**src/rtl/debug_bus_pkg.sv**
```systemverilog
// ---------------------------------------------------------------------------
// debug_bus_pkg
//   Shared constants and helpers for the DEBUG_BUS arbitration slice.
//   - DBG_DATA_WIDTH         : data width of the DEBUG_BUS (read and write)
//   - DBG_ADDR_WIDTH_DEFAULT : default DEBUG_BUS address width
//   - dbg_idx_width()        : width of an index into n entries, never below 1
// ---------------------------------------------------------------------------
package debug_bus_pkg;

    localparam int DBG_DATA_WIDTH         = 32;
    localparam int DBG_ADDR_WIDTH_DEFAULT = 15;

    // A single-entry space still needs a one-bit index so ports stay legal.
    function automatic int dbg_idx_width(input int n);
        return (n > 1) ? $clog2(n) : 1;
    endfunction

endpackage

```
**src/rtl/debug_bus_arbiter_chk.sv**
```systemverilog
// ---------------------------------------------------------------------------
// debug_bus_arbiter_chk
//   Simulation-only protocol checks for debug_bus_arbiter.
//   Ports:
//     clk_i, rst_ni  clock, async active-low reset
//     i_gnt          per-master grant vector
//     i_rvalid       per-master response-valid vector
//     i_s_rvalid     downstream response valid
//     i_fifo_empty   no transaction outstanding
//   A downstream response with nothing outstanding is reported as a warning:
//   the arbiter drops it and carries on.
// ---------------------------------------------------------------------------
module debug_bus_arbiter_chk #(
    parameter int N_MASTERS = 2
) (
    input logic                 clk_i,
    input logic                 rst_ni,
    input logic [N_MASTERS-1:0] i_gnt,
    input logic [N_MASTERS-1:0] i_rvalid,
    input logic                 i_s_rvalid,
    input logic                 i_fifo_empty
);

    // Sample the checks once per clock while out of reset.
    always @(posedge clk_i) begin
        if (rst_ni) begin
            assert ($onehot0(i_gnt))
                else $error("debug_bus_arbiter: grant vector not one-hot: %b", i_gnt);
            assert ($onehot0(i_rvalid))
                else $error("debug_bus_arbiter: rvalid vector not one-hot: %b", i_rvalid);
            assert (!(i_s_rvalid && i_fifo_empty))
                else $warning("debug_bus_arbiter: s_rvalid_i with no outstanding transaction");
        end
    end

endmodule

```
**src/rtl/debug_bus_id_fifo.sv**
```systemverilog
// ---------------------------------------------------------------------------
// debug_bus_id_fifo
//   Small FIFO of master indices, one entry per granted transaction that is
//   still waiting for its response.
//   Ports:
//     clk_i, rst_ni  clock, async active-low reset
//     i_push         store i_push_idx at the tail
//     i_push_idx     master index to store
//     i_pop          drop the head entry (ignored when empty)
//     o_full         DEPTH entries stored
//     o_empty        no entries stored
//     o_head         index at the head (meaningless when empty)
//   Push and pop in the same cycle are both performed, also when full.
// ---------------------------------------------------------------------------
module debug_bus_id_fifo
    import debug_bus_pkg::*;
#(
    parameter int DEPTH = 2,
    parameter int IDX_W = 1
) (
    input  logic             clk_i,
    input  logic             rst_ni,
    input  logic             i_push,
    input  logic [IDX_W-1:0] i_push_idx,
    input  logic             i_pop,
    output logic             o_full,
    output logic             o_empty,
    output logic [IDX_W-1:0] o_head
);

    localparam int PTR_W = dbg_idx_width(DEPTH);
    localparam int CNT_W = $clog2(DEPTH + 1);

    logic [IDX_W-1:0] r_mem [DEPTH];
    logic [PTR_W-1:0] r_wr_ptr;
    logic [PTR_W-1:0] r_rd_ptr;
    logic [CNT_W-1:0] r_count;
    logic             w_do_push;
    logic             w_do_pop;

    // Pointers wrap at DEPTH, so non-power-of-two depths work.
    function automatic logic [PTR_W-1:0] ptr_inc(input logic [PTR_W-1:0] p);
        if (p == PTR_W'(DEPTH - 1)) begin
            return {PTR_W{1'b0}};
        end else begin
            return p + PTR_W'(1);
        end
    endfunction

    // Status flags and qualified push/pop strobes.
    always_comb begin
        o_full    = (r_count == CNT_W'(DEPTH));
        o_empty   = (r_count == {CNT_W{1'b0}});
        o_head    = r_mem[r_rd_ptr];
        w_do_push = i_push & (~o_full | i_pop);
        w_do_pop  = i_pop & ~o_empty;
    end

    // Storage, pointers and occupancy count.
    always_ff @(posedge clk_i or negedge rst_ni) begin
        if (!rst_ni) begin
            for (int i = 0; i < DEPTH; i++) begin
                r_mem[i] <= {IDX_W{1'b0}};
            end
            r_wr_ptr <= {PTR_W{1'b0}};
            r_rd_ptr <= {PTR_W{1'b0}};
            r_count  <= {CNT_W{1'b0}};
        end else begin
            if (w_do_push) begin
                r_mem[r_wr_ptr] <= i_push_idx;
                r_wr_ptr        <= ptr_inc(r_wr_ptr);
            end
            if (w_do_pop) begin
                r_rd_ptr <= ptr_inc(r_rd_ptr);
            end
            case ({w_do_push, w_do_pop})
                2'b10:   r_count <= r_count + CNT_W'(1);
                2'b01:   r_count <= r_count - CNT_W'(1);
                default: r_count <= r_count;
            endcase
        end
    end

endmodule

```
**src/rtl/debug_bus_arbiter.sv**
```systemverilog
// ---------------------------------------------------------------------------
// debug_bus_arbiter
//   Round-robin arbiter of N debug masters onto one DEBUG_BUS master port.
//   A request left waiting for s_gnt_i is locked to its master so the
//   downstream fields stay stable; responses are routed back in order using
//   a FIFO of granted master indices.
//   Ports:
//     clk_i, rst_ni                 clock, async active-low reset
//     m_req_i/m_addr_i/m_we_i/m_wdata_i   per-master request fields
//     m_gnt_o, m_rvalid_o           per-master grant / response valid
//     m_rdata_o                     response data, broadcast
//     s_req_o/s_addr_o/s_we_o/s_wdata_o   downstream request fields
//     s_gnt_i, s_rvalid_i, s_rdata_i      downstream grant / response
// ---------------------------------------------------------------------------
module debug_bus_arbiter
    import debug_bus_pkg::*;
#(
    parameter int N_MASTERS       = 2,
    parameter int ADDR_WIDTH      = DBG_ADDR_WIDTH_DEFAULT,
    parameter int MAX_OUTSTANDING = 2
) (
    input  logic                                 clk_i,
    input  logic                                 rst_ni,
    input  logic [N_MASTERS-1:0]                 m_req_i,
    input  logic [N_MASTERS*ADDR_WIDTH-1:0]      m_addr_i,
    input  logic [N_MASTERS-1:0]                 m_we_i,
    input  logic [N_MASTERS*DBG_DATA_WIDTH-1:0]  m_wdata_i,
    output logic [N_MASTERS-1:0]                 m_gnt_o,
    output logic [N_MASTERS-1:0]                 m_rvalid_o,
    output logic [DBG_DATA_WIDTH-1:0]            m_rdata_o,
    output logic                                 s_req_o,
    output logic [ADDR_WIDTH-1:0]                s_addr_o,
    output logic                                 s_we_o,
    output logic [DBG_DATA_WIDTH-1:0]            s_wdata_o,
    input  logic                                 s_gnt_i,
    input  logic                                 s_rvalid_i,
    input  logic [DBG_DATA_WIDTH-1:0]            s_rdata_i
);

    localparam int IDX_W = dbg_idx_width(N_MASTERS);
    localparam int DW    = DBG_DATA_WIDTH;

    logic [IDX_W-1:0]     r_rr_ptr;
    logic                 r_lock_vld;
    logic [IDX_W-1:0]     r_lock_idx;

    logic [IDX_W:0]       w_cand;
    logic                 w_found;
    logic [IDX_W-1:0]     w_winner;
    logic [IDX_W-1:0]     w_rr_next;
    logic                 w_handshake;
    logic                 w_fifo_full;
    logic                 w_fifo_empty;
    logic [IDX_W-1:0]     w_fifo_head;
    logic [N_MASTERS-1:0] w_one;

    assign w_one = {{(N_MASTERS-1){1'b0}}, 1'b1};

    // Winner: locked master, else first requester at or after rr_ptr.
    always_comb begin
        w_winner = r_rr_ptr;
        w_found  = 1'b0;
        w_cand   = {(IDX_W+1){1'b0}};
        if (r_lock_vld) begin
            w_winner = r_lock_idx;
        end else begin
            for (int i = 0; i < N_MASTERS; i++) begin
                w_cand = {1'b0, r_rr_ptr} + (IDX_W+1)'(i);
                if (w_cand >= (IDX_W+1)'(N_MASTERS)) begin
                    w_cand = w_cand - (IDX_W+1)'(N_MASTERS);
                end else begin
                    w_cand = w_cand;
                end
                if (!w_found && m_req_i[w_cand[IDX_W-1:0]]) begin
                    w_winner = w_cand[IDX_W-1:0];
                    w_found  = 1'b1;
                end else begin
                    w_found  = w_found;
                end
            end
        end
    end

    // Downstream request path; a full FIFO blocks requests without looking at
    // this cycle's pop, keeping s_rvalid_i off the request path.
    always_comb begin
        s_req_o     = (|m_req_i) & ~w_fifo_full;
        w_handshake = s_req_o & s_gnt_i;
        s_addr_o    = {ADDR_WIDTH{1'b0}};
        s_we_o      = 1'b0;
        s_wdata_o   = {DW{1'b0}};
        for (int k = 0; k < N_MASTERS; k++) begin
            if (s_req_o && (w_winner == IDX_W'(k))) begin
                s_addr_o  = m_addr_i[k*ADDR_WIDTH +: ADDR_WIDTH];
                s_we_o    = m_we_i[k];
                s_wdata_o = m_wdata_i[k*DW +: DW];
            end else begin
                s_addr_o  = s_addr_o;
            end
        end
        if (w_handshake) begin
            m_gnt_o = w_one << w_winner;
        end else begin
            m_gnt_o = {N_MASTERS{1'b0}};
        end
        if (w_winner == IDX_W'(N_MASTERS - 1)) begin
            w_rr_next = {IDX_W{1'b0}};
        end else begin
            w_rr_next = w_winner + IDX_W'(1);
        end
    end

    // Response routing to the master at the FIFO head.
    always_comb begin
        m_rdata_o = s_rdata_i;
        if (s_rvalid_i && !w_fifo_empty) begin
            m_rvalid_o = w_one << w_fifo_head;
        end else begin
            m_rvalid_o = {N_MASTERS{1'b0}};
        end
    end

    // Round-robin pointer and request lock.
    always_ff @(posedge clk_i or negedge rst_ni) begin
        if (!rst_ni) begin
            r_rr_ptr   <= {IDX_W{1'b0}};
            r_lock_vld <= 1'b0;
            r_lock_idx <= {IDX_W{1'b0}};
        end else if (w_handshake) begin
            r_rr_ptr   <= w_rr_next;
            r_lock_vld <= 1'b0;
        end else if (s_req_o) begin
            r_lock_vld <= 1'b1;
            r_lock_idx <= w_winner;
        end else begin
            r_lock_vld <= r_lock_vld;
        end
    end

    debug_bus_id_fifo #(
        .DEPTH (MAX_OUTSTANDING),
        .IDX_W (IDX_W)
    ) u_fifo (
        .clk_i      (clk_i),
        .rst_ni     (rst_ni),
        .i_push     (w_handshake),
        .i_push_idx (w_winner),
        .i_pop      (s_rvalid_i),
        .o_full     (w_fifo_full),
        .o_empty    (w_fifo_empty),
        .o_head     (w_fifo_head)
    );

    debug_bus_arbiter_chk #(
        .N_MASTERS (N_MASTERS)
    ) u_chk (
        .clk_i        (clk_i),
        .rst_ni       (rst_ni),
        .i_gnt        (m_gnt_o),
        .i_rvalid     (m_rvalid_o),
        .i_s_rvalid   (s_rvalid_i),
        .i_fifo_empty (w_fifo_empty)
    );

endmodule

```
**config.mk**
```make
export PLATFORM = sky130hd
export DESIGN_NAME = debug_bus_arbiter
export DESIGN_NICKNAME = d
export VERILOG_FILES = /design/src/rtl/debug_bus_pkg.sv /design/src/rtl/debug_bus_arbiter_chk.sv /design/src/rtl/debug_bus_id_fifo.sv /design/src/rtl/debug_bus_arbiter.sv
export SDC_FILE = /design/constraint.sdc
export NUM_CORES = 1
export LEC_CHECK = 0
export ABC_AREA = 1
export BUFFER_PORTS_ARGS = -buffer_cell sky130_fd_sc_hd__buf_2
export CAP_MARGIN = 20
export CORE_AREA = 2 2 101 64
export CTS_CLUSTER_DIAMETER = 200
export DETAILED_ROUTE_END_ITERATION = 7
export DIE_AREA = 0 0 103 66
export PLACE_DENSITY = 0.86
export SLEW_MARGIN = 20
export SYNTH_ARGS = -nofsm -noshare
export SYNTH_HDL_FRONTEND = slang
export SYNTH_SLANG_ARGS = --single-unit
```
**constraint.sdc**
```tcl
create_clock -name clk_i -period 1.8 [get_ports clk_i]
set_clock_uncertainty 0.15 [all_clocks]
set_input_delay 0.18 -clock clk_i [delete_from_list [all_inputs] [get_ports clk_i]]
set_output_delay 0.18 -clock clk_i [all_outputs]
set_load 0.01 [all_outputs]
```
---- Word-level counts from Yosys, hierarchy flattened ----
Index checks and enable logic that the tools add are counted.
Widths: inputs -> output; s select.
operators by class
  $add $sub $neg .......................... 8
  order comparisons ....................... 7
  equal/unequal tests ..................... 3
  shifts and indexed selects .............. 2
  multiplexer cells ....................... 33
  bitwise logic cells ..................... 11
  reductions and logical operators ........ 12
operators with widths
  cell                 number
  $mux 32              2
  $mux 15              2
  $mux 1               24
  $ge 2x2->1 const B   3
  $logic_and 1x1->1    5
  $and 1x1->1          4
  $eq 2x2->1 const B   2
  $lt 1x2->1 const B   2
  $mux 2               2
  $not 1->1            4
  $not 1->2            2
  $pmux 2 s2           1
  $reduce_bool 2->1    2
  $shl 1x1->2 const A  2
  $add 1x1->1 const B  3
  $add 1x1->2 const B  1
  $add 2x1->2 const B  1
  $bwmux 2             1
  $eq 2x1->1 const B   1
  $ge 1x2->1 const B   1
  $logic_not 1->1      2
  $logic_not 2->1      1
  $lt 2x1->1 const B   1
  $reduce_and 2->1     1
  5 further kinds      6
word-level totals
  register bits after elaboration ......... 9
  input port bits ......................... 134
  output and inout port bits .............. 85

---- Longest topological paths before layout ----
  depth in word-level cells ............... 15
  depth in mapped cells ................... 9
  mapped depth without buffers ............ 8

---- Hierarchy ----
From an unflattened synthesis, not the netlist that was laid out.
unflattened totals
  cells, all modules ...................... 271
  area, all modules ....................... 1657.8 um2
modules (own cells, without submodules)
  module             instances  cells an instance  area an instance (um2)
  debug_bus_arbiter  1          231                1340.0
  debug_bus_id_fifo  1          40                 317.8

---- Worst setup path after synthesis ----
Ideal clock, no wire load.
  kind .................................... register to register
  from .................................... register u_fifo.r_count[1]
  to ...................................... register u_fifo.r_count[1]
  setup time .............................. 131 ps
  arrival time ............................ 1503 ps
  required time ........................... 1519 ps
  path slack .............................. 16 ps
  stages on the path, launching flop included .. 10
  buffers on the path ..................... 1
  period minus slack after synthesis ...... 1784 ps
  path through ............................ dfrtp_1 > inv_1 > nor2_1 > nor2_4 > buf_6 > nand2_4 > ha_1 > a21oi_1 > o21ai_0 > xor2_1
on the way
  word-level cells in the longest chain between the ends .. 7
  elaborated cells on any way between the ends .. 15
  classes of those cells .................. add/sub: 2; eq/ne: 3; mux: 1; bitwise: 7; reduce/logical: 2
RTL lines
  element                                                 line                                              text
  start, declared                                         debug_bus_id_fifo.sv:37                           logic [CNT_W-1:0] r_count;
  start signal, assigned                                  debug_bus_id_fifo.sv:67                           r_count <= {CNT_W{1'b0}};
  start signal, assigned                                  debug_bus_id_fifo.sv:77                           2'b10: r_count <= r_count + CNT_W'(1);
  start signal, assigned                                  debug_bus_id_fifo.sv:78                           2'b01: r_count <= r_count - CNT_W'(1);
  $eq 2x2->1                                              debug_bus_id_fifo.sv:52                           o_full = (r_count == CNT_W'(DEPTH));
  $not 1->1                                               debug_bus_id_fifo.sv:55, debug_bus_arbiter.sv:87
  $and 1x1->1                                             debug_bus_arbiter.sv:87                           s_req_o = (|m_req_i) & ~w_fifo_full;
  $and 1x1->1                                             debug_bus_arbiter.sv:88                           w_handshake = s_req_o & s_gnt_i;
  $and 1x1->1                                             debug_bus_id_fifo.sv:55                           w_do_push = i_push & (~o_full | i_pop);
  $eq 2x1->1 / $eq 2x2->1 (equally long branches)         debug_bus_id_fifo.sv:76                           case ({w_do_push, w_do_pop})
  $pmux 2 s2 / $reduce_bool 2->1 (equally long branches)  n/a
Parallel ways exist; a longest one is shown, timed or not.
A chain may end at the register's enable or synchronous reset.

---- Final worst setup path ----
  from .................................... register u_fifo.r_count[1]
  to ...................................... output port s_wdata_o[5]
on the way
  word-level cells in the longest chain between the ends .. 6
  elaborated cells on any way between the ends .. 7
  classes of those cells .................. eq/ne: 1; mux: 2; bitwise: 2; reduce/logical: 2
RTL lines
  element            line                     text
  $eq 2x2->1 (*)     debug_bus_id_fifo.sv:52
  $not 1->1 (*)      debug_bus_arbiter.sv:87
  $and 1x1->1 (*)    debug_bus_arbiter.sv:87
  $logic_and 1x1->1  debug_bus_arbiter.sv:93  if (s_req_o && (w_winner == IDX_W'(k))) begin
  $mux 32            debug_bus_arbiter.sv:93
  $mux 32 (*)        debug_bus_arbiter.sv:93
  end, declared      debug_bus_arbiter.sv:34  output logic [DBG_DATA_WIDTH-1:0] s_wdata_o,
Mark *: on every way between the ends. The rest lies on a longest branch, timed or not.

==> metrics.yaml <==
run_status:
  status: "finished, violations left"
  violations: "negative setup slack"
sta:
  setup_violations: 48
  worstMarginPinSlew_ns: 0.256
  slew_viol_final: 0
  finalCritPeriodShare: 1.03
  period_needed_ns: 1.86
  max_freq_mhz: 539
  hold_viol: 0
  fin_ws_ns: -0.0562
  fin_setup_tns_ns: -1.53
  slew_headroom: 0.828
  rsz0062_at_grt: "yes"
final_layout:
  drive_gt1_frac: 0.495
  syn_to_final_growth_pct: 60.5
  insertedDiodeCount: 0
  n_fill_cell: 638
  layout.nets: 522
  seqCellArea_um2: 225
  multiInputGateArea_um2: 970
job:
  maxCapViolCount: 0
setup_path:
  required_ns: 1.47
  reg2reg_setup_slack_ns: -0.02
  cp.arrival_ns: 1.53
  criticalPathCategory: "flop to output pin"
  start_kind: "flop"
  cp_max_fo: 13
  cp-end-kind: "output pin"
yosys:
  ys_types: 21
  avgSynthCellArea_um2: 6.08
  syn-num-nets: 395
  yosys_warnings: 0
  syn_area_um2: 1580
  synthCells: 260
  yosysSeqAreaShare: 0.142
  ys_ff_latch: 9
routing:
  routedWlPerCell_um: 14.3
  routed_wl_um: 6730
  vias: 2354
  m1WireLength_um: 2780
  maxUsedRoutingLayer: "met4"
  drt_first_iter_violations: 83
  via_per_inst: 5.01
  wl_met2_um: 3110
  first_pass_iters: 4
  met3RoutedLength_um: 727
  drc_errors: 0
  ant_nets: 0
die:
  core-area_um2: 5890
  die_h_um: 66
  start_util: 0.268
  rows: 22
  die-area_um2: 6800
  die_width_um: 103
  pin_count: 219
grt:
  grt_max_degree: 36
  grt_overflow_total: 0
  track_usage: 0.175
  antenna_found_initial: 0
  grt_pass1_wl_um: 9280
  grt_pass1_vias: 2017
placement:
  io_buffers: 154
  gp_congestion: 0.755
  dp_slack_ns: 0.0142
  hpwl_um: 4530
clock_tree:
  insertion_delay_ns: 0.24
  clock-sinks: 9
  htree_num_levels: 1
  cts_buffers: 3
  path_clk_slew_ns: 0.05
  clockBufferDepth: 2
  cts_tree: "built"
  cts_root_buf: "clkbuf_8"
pwr:
  power_density_nw_per_um2: 1650
  leakagePower_nw: 1.52
  peakVddDrop_mv: 0.523
min_path:
  hp-class: "input pin to flop"
## timing repair
item,CTS,global route
gates cloned,4,3
endpoints found under the setup margin,48,51
setup buffers,6,2
pin swaps,7,18
endpoints found under the hold margin,9,0
gates resized for setup,12,8
hold buffers,1,0
## cells in the mapped netlist
library cell  instances  area [um2]
nand2_4               1        11.3
xnor2_1               2        17.5
nand2_2               1        6.26
o21ai_1               2        10.0
o21ai_0               3        15.0
inv_1                 7        26.3
nor2_4                1        11.3
dfrtp_1               9         225
buf_6                 1        11.3
nand2_1              66         248
clkbuf_1              3        11.3
mux2i_1               1        10.0
buf_4                39         293
ha_1                  1        12.5
nor2_1                6        22.5
and2_1                1        6.26
nand3_1              50         250
a21oi_1               3        15.0
nand4_1              48         300
buf_2                14        70.1
xor2_1                1        8.76
## cell families (layout without fill, tap and decap cells)
kind of cell               count (synthesis)  after routing  share of synthesized area
and+or+nand+nor                          174            174                      0.541
AOI/OAI and AO/OA                          8              8                     0.0253
DFF                                        9              9                      0.142
xor gates and xnor gates                   3              3                     0.0166
adders and majority gates                  1              1                    0.00791
muxes                                      1              1                    0.00633
buffers and inverters                     64            190                      0.260
## worst paths after layout
kind                                                     from                            end  depth (start not counted)
worst min-delay path                                  s_gnt_i         r_lock_vld$_DFFE_PN0P_                          4
worst max register to register  u_fifo.r_count[1]$_DFFE_PN0P_  u_fifo.r_count[1]$_DFFE_PN0P_                          9
max in group asynchronous                              rst_ni    u_fifo.r_mem[1]$_DFFE_PN0P_                          2
min in group asynchronous                              rst_ni    u_fifo.r_mem[0]$_DFFE_PN0P_                          2
worst max-delay path            u_fifo.r_count[1]$_DFFE_PN0P_                   s_wdata_o[5]                          8
worst min register to register    u_fifo.r_rd_ptr$_DFFE_PN0P_    u_fifo.r_rd_ptr$_DFFE_PN0P_                          1
## metrics by stage
stage                     area (um2)  hold WS, ns  cells   util  power (mW)
after floorplan                 1580       -0.266    260      -        2.26
after global placement          2210       -0.116    452  0.375        3.11
after detailed placement        2210       -0.105    452  0.375        3.21
after CTS                       2460        0.146    467  0.417        3.96
after global routing            2540        0.176    470  0.431        4.52
final                           2540        0.150    470  0.431        4.19
## placed cells by master (no fill, tap or decap), types with 5 or more instances in the layout
cell type / instances
inv_1: 6
buf_6: 7
nor2_1: 5
buf_12: 6
buf_4: 7
nand3_1: 49
nand4_1: 48
dfrtp_1: 9
buf_2: 152
nand2_1: 64
## area by class of cell
type | count | area share
multi-input cells | 187 | 0.382
inverters | 7 | 0.0103
clock buffers | 4 | 0.0177
flip-flops and latches | 9 | 0.0887
repair buffers | 179 | 0.460
well taps | 84 | 0.0414
## routing by layer
metal	vias up	global-route usage
met5	-	0
met4	0	0.0493
met3	12	0.0571
met2	153	0.299
met1	1061	0.209
li1	1128	-
## sequential cells by signal, indices dropped and copies added (netlist names)
signal / flops
u_fifo.r_count: 2
u_fifo.r_mem: 2
r_lock_idx: 1
r_lock_vld: 1
r_rr_ptr: 1
u_fifo.r_rd_ptr: 1
u_fifo.r_wr_ptr: 1
## worst max-delay path: stages, from the launching register on
cell and delay, ns:
dfrtp_1 0.39, inv_2 0.07, nor2_2 0.04, nor2_4 0.15, buf_6 0.16, clkbuf_16 0.17
nand4_1 0.09, nand2_1 0.08, buf_2 0.13
## where the power goes
part | leakage [nW] | internal, mW | switching (mW) | total (mW)
registers | 0.110 | 0.303 | 0.0841 | 0.388
logic | 1.39 | 1.60 | 1.96 | 3.56
clock network | 0.0228 | 0.155 | 0.0843 | 0.239
total | 1.52 | 2.06 | 2.13 | 4.19
Power figures use the tool's default switching activity.
